[src/rtl/wbu.sv]
// wbu: write-back stage of the multi-cycle NPC core.
// Accepts one retired instruction per LSU handshake, drives the GPR write
// port for one cycle (WB), owns the machine CSRs, and hands the next PC to
// fetch through a valid/ready handshake (COMMIT).
// Ports:
//   clk, rst                 clock, async active-low reset
//   valid_in_lsu/ready_out_lsu  handshake from load/store stage
//   ben..rdata               retired-instruction fields
//   gpr_we/gpr_waddr/gpr_wdata  GPR write port
//   csr_raddr/csr_rdata      combinational CSR read port for decode
//   valid_out_ifu/ready_in_ifu/next_pc  handshake to fetch
//   commit                   one-cycle retire pulse (high during WB)
module wbu #(
    parameter logic [31:0] RESET_PC = 32'h8000_0000
) (
    input  logic        clk,
    input  logic        rst,
    input  logic        valid_in_lsu,
    output logic        ready_out_lsu,
    input  logic        ben,
    input  logic [31:0] pc,
    input  logic [31:0] csr_out,
    input  logic [6:0]  opcode,
    input  logic        gpr_wen,
    input  logic [4:0]  rd,
    input  logic        csr_wen,
    input  logic [11:0] csr_waddr,
    input  logic [31:0] csr_wdata,
    input  logic        is_ecall,
    input  logic        is_mret,
    input  logic [31:0] alu_out,
    input  logic [31:0] rdata,
    output logic        gpr_we,
    output logic [4:0]  gpr_waddr,
    output logic [31:0] gpr_wdata,
    input  logic [11:0] csr_raddr,
    output logic [31:0] csr_rdata,
    output logic        valid_out_ifu,
    input  logic        ready_in_ifu,
    output logic [31:0] next_pc,
    output logic        commit
);

    localparam int unsigned XLEN = 32;

    localparam logic [6:0] OP_LOAD   = 7'b0000011;
    localparam logic [6:0] OP_JAL    = 7'b1101111;
    localparam logic [6:0] OP_JALR   = 7'b1100111;
    localparam logic [6:0] OP_SYSTEM = 7'b1110011;

    localparam logic [11:0] CSR_MSTATUS   = 12'h300;
    localparam logic [11:0] CSR_MTVEC     = 12'h305;
    localparam logic [11:0] CSR_MEPC      = 12'h341;
    localparam logic [11:0] CSR_MCAUSE    = 12'h342;
    localparam logic [11:0] CSR_MINSTRET  = 12'hB02;
    localparam logic [11:0] CSR_MINSTRETH = 12'hB82;

    typedef enum logic [1:0] {
        IDLE   = 2'd0,
        WB     = 2'd1,
        COMMIT = 2'd2
    } state_t;

    state_t state, state_d;
    logic   ready_d, valid_d, gpr_we_d, commit_d;
    logic   capture, wb_cycle;

    // Buffered instruction fields needed after the capture edge
    logic            b_ben;
    logic [XLEN-1:0] b_pc;
    logic [6:0]      b_opcode;
    logic [XLEN-1:0] b_alu_out;
    logic            b_csr_wen;
    logic [11:0]     b_csr_waddr;
    logic [XLEN-1:0] b_csr_wdata;
    logic            b_ecall;
    logic            b_mret;

    logic [XLEN-1:0] mstatus, mtvec, mepc, mcause;
    logic [63:0]     minstret;

    logic [XLEN-1:0] wb_data_c;
    logic [XLEN-1:0] npc_c;
    logic [XLEN-1:0] b_pc_plus4;

    // Next-state and next-output decode; flags are registered below
    always_comb begin
        state_d  = state;
        ready_d  = 1'b0;
        valid_d  = 1'b0;
        gpr_we_d = 1'b0;
        commit_d = 1'b0;
        capture  = 1'b0;
        wb_cycle = 1'b0;
        case (state)
            IDLE: begin
                if (valid_in_lsu) begin
                    capture  = 1'b1;
                    state_d  = WB;
                    gpr_we_d = gpr_wen && (rd != 5'd0);
                    commit_d = 1'b1;
                end else begin
                    ready_d = 1'b1;
                end
            end
            WB: begin
                wb_cycle = 1'b1;
                state_d  = COMMIT;
                valid_d  = 1'b1;
            end
            COMMIT: begin
                if (ready_in_ifu) begin
                    state_d = IDLE;
                    ready_d = 1'b1;
                end else begin
                    valid_d = 1'b1;
                end
            end
            default: begin
                state_d = IDLE;
                ready_d = 1'b1;
            end
        endcase
    end

    // State and handshake/strobe registers
    always_ff @(posedge clk or negedge rst) begin
        if (!rst) begin
            state         <= IDLE;
            ready_out_lsu <= 1'b1;
            valid_out_ifu <= 1'b0;
            gpr_we        <= 1'b0;
            commit        <= 1'b0;
        end else begin
            state         <= state_d;
            ready_out_lsu <= ready_d;
            valid_out_ifu <= valid_d;
            gpr_we        <= gpr_we_d;
            commit        <= commit_d;
        end
    end

    // Write-back value selected from the incoming fields at capture time
    always_comb begin
        wb_data_c = alu_out;
        case (opcode)
            OP_LOAD:         wb_data_c = rdata;
            OP_JAL, OP_JALR: wb_data_c = pc + XLEN'(4);
            OP_SYSTEM:       wb_data_c = csr_out;
            default:         wb_data_c = alu_out;
        endcase
    end

    // Instruction buffers and GPR write payload, held through WB
    always_ff @(posedge clk or negedge rst) begin
        if (!rst) begin
            b_ben       <= 1'b0;
            b_pc        <= '0;
            b_opcode    <= '0;
            b_alu_out   <= '0;
            b_csr_wen   <= 1'b0;
            b_csr_waddr <= '0;
            b_csr_wdata <= '0;
            b_ecall     <= 1'b0;
            b_mret      <= 1'b0;
            gpr_waddr   <= '0;
            gpr_wdata   <= '0;
        end else if (capture) begin
            b_ben       <= ben;
            b_pc        <= pc;
            b_opcode    <= opcode;
            b_alu_out   <= alu_out;
            b_csr_wen   <= csr_wen;
            b_csr_waddr <= csr_waddr;
            b_csr_wdata <= csr_wdata;
            b_ecall     <= is_ecall;
            b_mret      <= is_mret;
            gpr_waddr   <= rd;
            gpr_wdata   <= wb_data_c;
        end
    end

    assign b_pc_plus4 = b_pc + XLEN'(4);

    // Next-PC priority: trap, trap return, taken jump/branch, fall-through
    always_comb begin
        npc_c = b_pc_plus4;
        if (b_ecall) begin
            npc_c = mtvec;
        end else if (b_mret) begin
            npc_c = mepc;
        end else if (b_ben && (b_opcode == OP_JALR)) begin
            npc_c = {b_alu_out[XLEN-1:1], 1'b0};
        end else if (b_ben) begin
            npc_c = b_alu_out;
        end
    end

    always_ff @(posedge clk or negedge rst) begin
        if (!rst) begin
            next_pc <= RESET_PC;
        end else if (wb_cycle) begin
            next_pc <= npc_c;
        end
    end

    // Machine CSRs; ecall overrides any explicit CSR write on the same instruction
    always_ff @(posedge clk or negedge rst) begin
        if (!rst) begin
            mstatus  <= 32'h0000_1800;
            mtvec    <= '0;
            mepc     <= '0;
            mcause   <= '0;
            minstret <= '0;
        end else if (wb_cycle) begin
            minstret <= minstret + 64'd1;
            if (b_ecall) begin
                mepc   <= b_pc;
                mcause <= 32'd11;
            end else if (b_csr_wen) begin
                case (b_csr_waddr)
                    CSR_MSTATUS: mstatus <= b_csr_wdata;
                    CSR_MTVEC:   mtvec   <= b_csr_wdata;
                    CSR_MEPC:    mepc    <= b_csr_wdata;
                    CSR_MCAUSE:  mcause  <= b_csr_wdata;
                    default:     ;
                endcase
            end
        end
    end

    // Combinational CSR read port
    always_comb begin
        case (csr_raddr)
            CSR_MSTATUS:   csr_rdata = mstatus;
            CSR_MTVEC:     csr_rdata = mtvec;
            CSR_MEPC:      csr_rdata = mepc;
            CSR_MCAUSE:    csr_rdata = mcause;
            CSR_MINSTRET:  csr_rdata = minstret[31:0];
            CSR_MINSTRETH: csr_rdata = minstret[63:32];
            default:       csr_rdata = '0;
        endcase
    end

endmodule

[config.mk]
export PLATFORM = sky130hd
export DESIGN_NAME = wbu
export DESIGN_NICKNAME = d
export VERILOG_FILES = /design/src/rtl/wbu.sv
export SDC_FILE = /design/constraint.sdc
export NUM_CORES = 1
export LEC_CHECK = 0
export ABC_CLOCK_PERIOD_IN_PS = 2600
export BUFFER_PORTS_ARGS = -buffer_cell sky130_fd_sc_hd__buf_4
export CORE_MARGIN = 2
export CORE_UTILIZATION = 55
export CTS_CLUSTER_SIZE = 28
export DETAILED_ROUTE_END_ITERATION = 12
export HOLD_SLACK_MARGIN = 0.06
export PLACE_DENSITY = 0.78
export SYNTH_ARGS = -nofsm -noshare
export SYNTH_HDL_FRONTEND = slang
export SYNTH_SLANG_ARGS = --single-unit
[constraint.sdc]
create_clock -name clk -period 2.6 [get_ports clk]
set_input_delay 0.26 -clock clk [delete_from_list [all_inputs] [get_ports clk]]
set_output_delay 0.26 -clock clk [all_outputs]
set_load 0.01 [all_outputs]
-- After elaboration in Yosys (flattened, before gate mapping)
Cells that the tools add are included.
- bits in registers: 386
- output and inout port bits: 105
- word-level logic and storage cells: 83
- input bits: 205
- bitwise logic cells: 1
- reductions and logical operators: 13
- eq/ne operators: 19
- add/sub/neg operators: 3
- multiplexer cells: 25
- operators with widths (kind ; number):
    $mux W32 ; 10
    $pmux W32 S6 ; 1
    $eq A12 B10 Y1 const B ; 8
    $pmux W32 S3 ; 1
    $add A32 B3 Y32 const B ; 2
    $add A64 B1 Y64 const B ; 1
    $eq A7 B7 Y1 const B ; 4
    $eq A12 B12 Y1 const B ; 2
    $mux W1 ; 8
    $reduce_and A4 Y1 ; 2
    $eq A7 B2 Y1 const B ; 1
    $pmux W2 S3 ; 1
    $reduce_and A3 Y1 ; 2
    $reduce_bool A2 Y1 ; 3
    $reduce_bool A5 Y1 ; 1
    $mux W2 ; 2
    $ne A2 B2 Y1 const B ; 2
    $pmux W1 S3 ; 1
    $eq A2 B1 Y1 const B ; 1
    $eq A2 B2 Y1 const B ; 1
    $logic_and A1 B1 Y1 ; 2
    $logic_not A2 Y1 ; 1
    $pmux W1 S2 ; 1
    $reduce_and A2 Y1 ; 1
    2 further kinds ; 2

-- Logic depth before layout (Yosys ltp)
Gate-level depths: netlist (run 1).
- word-level depth: 5
- gate-level depth with buffers: 11
- mapped depth without buffers: 7

-- Worst setup path before layout (run 1)
No wires, ideal clock.
- path kind: register -> register
- from: reg state[1]
- to: reg minstret[40]
- setup time: 79 ps
- buffers on the path: 1
- path slack: 264 ps
- data required time: 2521 ps
- cell stages (with the launch flop): 9
- data arrival time: 2257 ps
- cell sequence: dfrtp_1 inv_1 ha_1 buf_4 nand4_1 nor3_1 or4b_2 nor2_1 xor2_1
- longest elaborated chain between the ends: 2
- RTL lines (item ; RTL line ; text):
    from (decl) ; 64 ; state_t state, state_d;
    from (signal assigned) ; 135 ; state <= state_d;
    $eq A2 B1 Y1 ; 95 ; case (state)
    $mux W1 ; 95 ;
    to (signal assigned) ; 216 ; minstret <= minstret + 64'd1;
    to (decl) ; 80 ; logic [63:0] minstret;
Every way passes these cells.
A chain may end at the register's enable or synchronous reset.

-- Worst setup path after layout (run 1)
- from: in csr_raddr[0]
- to: out csr_rdata[11]
- longest elaborated chain between the ends: 2
- elaborated cells between the ends (all ways): 7
- classes of those cells: eq/ne: 6; mux: 1
- RTL lines (item ; RTL line ; text):
    from (decl) ; 36 ; input logic [11:0] csr_raddr,
    $eq A12 B12 Y1 or $eq A12 B10 Y1 (tied branches) ; 234 ; case (csr_raddr)
    $pmux W32 S6 (*) ; 234 ;
    to (decl) ; 37 ; output logic [31:0] csr_rdata,
Mark *: on every way between the ends. The rest lies on a longest branch, timed or not.

==> results.json, run 1 <==
{
  "cp_max_fo": 32,
  "yosys.area.top_type_share_pct": 49.3,
  "start_kind": "primary input",
  "peakVddDrop_mv": 0.659,
  "clock_latency_ps": 560,
  "synth.avg_cell_area_um2": 9.68,
  "synth-seq-area-share_pct": 49.9,
  "min_period_ps": 2580,
  "ys_async_sr_fraction_pct": 100,
  "final_max_slew_viol_count": 0,
  "total_leakage_power_uw": 0.0119,
  "start_util_pct": 55.9,
  "syn2layout_area_growth_pct": 31.6,
  "required_ps": 2340,
  "clkPwrFrac_pct": 26.5,
  "outcome": "completed",
  "antenna_found_initial": 2,
  "worst_pin_slew_ps": 1100,
  "swShare_pct": 37.4,
  "clock.fmax_ghz": 0.387,
  "nets": 2645,
  "tns_ps": 0,
  "synth_ff_type": "dfrtp_1",
  "io_pins": 310,
  "post_dp_cell_area_um2": 22500,
  "htree_levels": 2,
  "synth_fp_nets": 2214,
  "yosys-top-cells-area": "dfrtp_1 49%, nand2_1 8.4%, a221o_1 3.9%",
  "cp-end-kind": "output port",
  "grt_overflow_total": 0,
  "grt_max_degree": 101,
  "pwr-share-seq_pct": 40.8,
  "rsz0062_at_grt": "false",
  "drive_gt1_share_pct": 21.8,
  "synth.largest_area_cell": "dfrtp_1",
  "die_w_um": 192,
  "finalHoldViolations": 0,
  "fp.dieArea_um2": 36700,
  "finalWeightedCongestion": 0.968,
  "cp.arrival_ps": 2320,
  "core_um2": 34600,
  "finalSetupViolCount": 0,
  "root_buffer": "clkbuf_16",
  "cts_buffer_depth": 3,
  "io_buffers": 309,
  "cts.clk_slew.worst_paths_ps": 60,
  "synth_edf_count": 0,
  "hp-class": "primary input to flop",
  "wire_per_inst_um": 23.1,
  "cts_buffers": 42,
  "postRouteAntennaNets": 0,
  "die_y_um": 192,
  "clock_sinks": 386,
  "skew_ps": 25.2,
  "grt_pass1_wl_um": 105000,
  "powerDensity_nw_per_um2": 942,
  "design_area_um2": 25500,
  "synth.distinct_cells": 76,
  "post-route-period-util_pct": 99.3,
  "drt-total-wl_um": 67400,
  "vias_per_cell": 6.37,
  "synthCells": 2002,
  "yosysWarnings": 0,
  "syn_area_um2": 19400,
  "synth_seq_cells": 386,
  "rows": 68,
  "drc": 0,
  "cts_tree": "done",
  "p_comb_share_pct": 32.7,
  "vias": 18600,
  "drv_cap": 0,
  "p_sw_uw": 8970,
  "firstDrtPassIters": 6,
  "drt_iter0_markers": 1988,
  "grt_usage_pct": 36.9,
  "crit_type": "primary input to output port",
  "internal-power_uw": 15000,
  "slew_headroom_pct": 26.1,
  "grt_pass1_vias": 18700,
  "hpwlAfterDp_um": 44900
}
## placed cells by master (no fill, tap or decap), types with 11 or more instances in the layout
master	Yosys	layout
o31ai_1	34	34
and3_1	23	23
nor2_1	109	108
xnor2_1	65	65
clkbuf_1	107	11
dfrtp_1	382	381
a31oi_1	26	26
nand4_1	38	38
a2bb2oi_1	32	32
nor2b_1	12	11
inv_1	45	44
a22o_1	34	34
buf_12	0	18
nor4_1	20	19
nand3_1	53	53
or4_1	13	12
buf_4	2	353
mux2_2	66	66
xor2_1	29	29
o21ai_0	69	68
and4_1	15	15
clkbuf_16	0	45
dlygate4sd3_1	0	155
a21oi_1	21	21
nand2_1	431	430
nor3_1	42	41
mux2i_1	41	41
nand2b_1	37	37
a221o_1	76	76
a221oi_1	27	27
## logic make-up (layout without fill, tap and decap cells)
kind of cell | count (synthesis) | in the layout | synth area share, %
AOI/OAI and AO/OA | 392 | 392 | 15.7
xor gates and xnor gates | 94 | 94 | 4.25
adders and majority gates | 7 | 7 | 0.452
buffers and inverters | 185 | 649 | 3.82
DFF | 386 | 386 | 49.9
muxes | 108 | 108 | 6.01
other | 0 | 3 | 0
and+or+nand+nor | 830 | 830 | 19.9
## synth_stat cells (13+ instances only)
master	number
a21oi_1	21
a221o_1	76
a221oi_1	27
a22o_1	34
a2bb2oi_1	32
a31oi_1	26
and3_1	23
and4_1	15
buf_1	21
clkbuf_1	107
dfrtp_1	382
inv_1	45
mux2_2	66
mux2i_1	41
nand2_1	431
nand2b_1	37
nand3_1	53
nand4_1	38
nor2_1	109
nor3_1	42
nor4_1	20
o21ai_0	69
o31ai_1	34
or4_1	13
xnor2_1	65
xor2_1	29
## area by class of cell
class	instances	area, um2
diodes	3	7.51
flip-flops and latches	386	9670
well taps	455	569
inverters	45	174
multi-input cells	1431	9040
fillers	2377	9130
repair buffers	527	4580
clock inverters	13	190
clock buffers	64	1280
## worst paths after layout
kind / slack, ps / end / cells after the start / startpoint
worst max-delay path: 20 / csr_rdata[11] / 8 / csr_raddr[0]
worst min-delay path: 70 / b_pc[12] / 3 / pc[12]
worst max register to register: 130 / gpr_wdata[31] / 7 / state[0]
worst min register to register: 470 / b_opcode[4] / 2 / b_opcode[4]
max in group asynchronous: 1430 / minstret[57] / 3 / rst
min in group asynchronous: 220 / gpr_wdata[4] / 2 / rst
## flip-flops by register name, summed over array words and instances, names as in the netlist, 7 cells and up
register and cells:
b_csr_wdata 32, next_pc 32, mcause 32, b_opcode 7, mstatus 32, minstret 64
b_alu_out 32, b_pc 32, gpr_wdata 32, mepc 32, mtvec 32, b_csr_waddr 12
## stage by stage
stage,std cells,total power [uW],setup WS (ps),hold WS [ps],utilization [%]
final,2924,24000,19.0,69.0,73.6
after floorplan,2002,13600,264,-35.6,-
after detailed placement,2688,17200,51.7,216,64.8
after global placement,2688,16900,129,217,64.8
after CTS,2920,23800,15.5,62.3,73.6
after global routing,2923,25200,2.05,86.9,73.6
## power by group through the flow
stage,sequential [uW],combinational [uW],clock [uW]
6_report,9790,7850,6370
3_3_place_gp,9720,7180,0
4_1_cts,9700,7690,6400
3_5_place_dp,9760,7410,0
2_1_floorplan,9230,4410,0
5_1_grt,9970,8580,6670
## routing by layer
layer	up-vias	global-route usage [%]	wire [um]
met4	0	21.4	4430
met3	321	5.99	5670
li1	8085	-	-
met5	-	0	0
met2	1070	59.9	32000
met1	9145	46.9	25300
## worst max-delay path, cell delays in order
cell,delay [ps]
buf_4,120
or4b_1,580
or4b_4,520
buf_12,190
nor2_1,140
a221o_1,130
a221o_1,200
buf_4,150
## what timing repair did
item	CTS	global route
endpoints found under the setup margin	0	10
hold buffers	155	0
endpoints found under the hold margin	195	0
resized for setup	0	7
buffers inserted	0	1
Power figures use the tool's default switching activity.
==> run 2, diff against run 1 <==
--- a/config.mk
+++ b/config.mk
@@ -5,7 +5,7 @@
 export SDC_FILE = /design/constraint.sdc
 export NUM_CORES = 1
 export LEC_CHECK = 0
-export ABC_CLOCK_PERIOD_IN_PS = 2600
+export ABC_CLOCK_PERIOD_IN_PS = 2680
 export BUFFER_PORTS_ARGS = -buffer_cell sky130_fd_sc_hd__buf_4
 export CORE_MARGIN = 2
 export CORE_UTILIZATION = 55
@@ -13,6 +13,7 @@
 export DETAILED_ROUTE_END_ITERATION = 12
 export HOLD_SLACK_MARGIN = 0.06
 export PLACE_DENSITY = 0.78
+export SETUP_SLACK_MARGIN = 0.05
 export SYNTH_ARGS = -nofsm -noshare
 export SYNTH_HDL_FRONTEND = slang
 export SYNTH_SLANG_ARGS = --single-unit
==> constraint.sdc (replaced) <==
create_clock -name clk -period 2.68 [get_ports clk]
set_input_delay 0.268 -clock clk [delete_from_list [all_inputs] [get_ports clk]]
set_output_delay 0.268 -clock clk [all_outputs]
set_load 0.01 [all_outputs]
==> run 2 against run 1 <==
  * Cell count barely moved
  * Sequential share of layout area fell by 0.067 points
  * Critical endpoint unchanged
  * Final area rose by 0.18%
  * Die area did not move
  * Highest routed layer unchanged
  * First-iteration DRC count rose by 2.9%
  * Non-clock buffer count fell by 1
  * Global-route usage fell by 0.33 points
  * Clock-buffer cell count fell by 3
  * Routed wire length fell by 1.5%
==> results.json, run 2 (synthesis results as in run 1) <==
{
  "cp.arrival_ps": 2300,
  "outcome": "completed",
  "cp-end-kind": "output port",
  "met3_usage_pct": 6.60,
  "slew_headroom_pct": 21.4,
  "crit_type": "primary input to output port",
  "min_period_ps": 2570,
  "internal-power_uw": 14600,
  "core_um2": 34600,
  "swShare_pct": 37.2,
  "grt_most_used_layer": "met2",
  "total_leakage_power_uw": 0.0120,
  "io_buffers": 309,
  "cts_setup_buffers": 0,
  "regMostFlops": "minstret",
  "grt_overflow_total": 0,
  "crit_end": "csr_rdata[11]",
  "antenna_found_initial": 1,
  "r2r_slack_ps": 170,
  "vias": 18500,
  "drt_iter0_markers": 2046,
  "ff2ff_path_depth": 7,
  "grt_pass1_vias": 18600,
  "drv_cap": 0,
  "start_util_pct": 55.9,
  "fp.dieArea_um2": 36700,
  "grt_usage_pct": 36.6,
  "layout_commonest_cell": "nand2_1",
  "wire_per_inst_um": 22.7,
  "finalHoldViolations": 0,
  "rows": 68,
  "power_uw": 23300,
  "regToRegEndpoint": "minstret[52]",
  "use_met2_pct": 59.2,
  "pwr-share-seq_pct": 40.5,
  "cp_max_fo": 32,
  "largest_register_ff_count": 64,
  "hpwlAfterDp_um": 45000,
  "die_y_um": 192,
  "crit_path_start": "csr_raddr[0]",
  "firstDrtPassIters": 8,
  "grt_util_met1_pct": 46.7,
  "root_buffer": "clkbuf_16",
  "drt-total-wl_um": 66400,
  "p_comb_share_pct": 32.7,
  "nets": 2645,
  "peakVddDrop_mv": 0.665,
  "p_sw_uw": 8690,
  "fillers": 2374,
  "final_max_slew_viol_count": 0,
  "clock.fmax_ghz": 0.389,
  "finalSetupViolCount": 0,
  "hp-class": "primary input to flop",
  "worst_pin_slew_ps": 1170,
  "die_w_um": 192,
  "grt_pass1_wl_um": 104000,
  "drc": 0,
  "powerDensity_nw_per_um2": 913,
  "grt_max_degree": 99,
  "stdcell_count": 2923,
  "start_kind": "primary input",
  "clock_sinks": 386,
  "syn2layout_area_growth_pct": 31.9,
  "tns_ps": 0,
  "skew_ps": 17.2,
  "cts_buffers": 43,
  "clkPwrFrac_pct": 26.8,
  "cts_buffer_depth": 3,
  "mostFrequentLayoutCells": "429 x nand2_1, 381 x dfrtp_1, 354 x buf_4",
  "clock_latency_ps": 550,
  "postRouteAntennaNets": 0,
  "multiInputGateArea_um2": 9070,
  "cts.clk_slew.worst_paths_ps": 60,
  "htree_levels": 2,
  "cts_tree": "done",
  "post-route-period-util_pct": 96.0,
  "vias_per_cell": 6.33,
  "drive_gt1_share_pct": 22.4,
  "required_ps": 2410,
  "place_inst": 2690,
  "io_pins": 310,
  "seq_area_um2": 9670,
  "finalWeightedCongestion": 0.937,
  "rsz0062_at_grt": "true",
  "reg2reg_from": "state[1]"
}
run 2: worst max-delay path, stage by stage:
cell and delay (ps):
buf_4 120, or4b_1 580, or4b_4 520, buf_12 200
nor2_1 140, a221o_1 130, a221o_1 180, buf_4 150
run 2: how the worst min path moves through the flow:
stage	cells after the start	slack, ps	to	from
5_1_grt	3	90	b_pc[8]	pc[8]
6_report	3	70	gpr_wdata[11]	csr_out[11]
3_5_place_dp	1	250	gpr_wdata[4]	rst
2_1_floorplan	0	-30	b_alu_out[0]	rst
3_3_place_gp	1	250	gpr_wdata[9]	rst
4_1_cts	3	60	gpr_wdata[23]	rdata[23]
run 2: metal layers:
layer	up-vias	wire length, um
li1	8075	-
met1	9092	24800
met2	1071	31500
met3	275	6070
met4	0	4030
met5	-	0
run 2: area by class of cell:
cell class                 count  share of cell area [%]
antenna                        1                 0.00980
clock buffer                  61                    5.00
clock inverter                18                   0.867
inverter                      45                   0.691
multi-input combinational   1431                    35.5
sequential                   386                    37.8
tap                          455                    2.23
timing repair buffer         526                    17.9
run 2: repair_timing:
action | in CTS | in global routing
hold buffers | 153 | 0
setup endpoints to repair | 0 | 17
gates resized for setup | 0 | 13
endpoints found under the hold margin | 199 | 0
run 2: power groups by stage:
stage	clock network, uW	registers (uW)	logic [uW]
global route	6530	9620	8360
CTS	6300	9390	7500
finish	6240	9450	7640
floorplan	0	8950	4280
global placement	0	9420	6970
detailed placement	0	9460	7190
run 2: through the flow:
step | area (um2) | hold WS, ps | worst slack (ps) | util, %
finish | 25500 | 73.8 | 108 | 73.8
global route | 25500 | 87.5 | 11.3 | 73.8
CTS | 25500 | 60.8 | 72.9 | 73.6
detailed placement | 22500 | 248 | 134 | 64.9
global placement | 22500 | 247 | 198 | 64.9
floorplan | 19400 | -27.6 | 344 | -
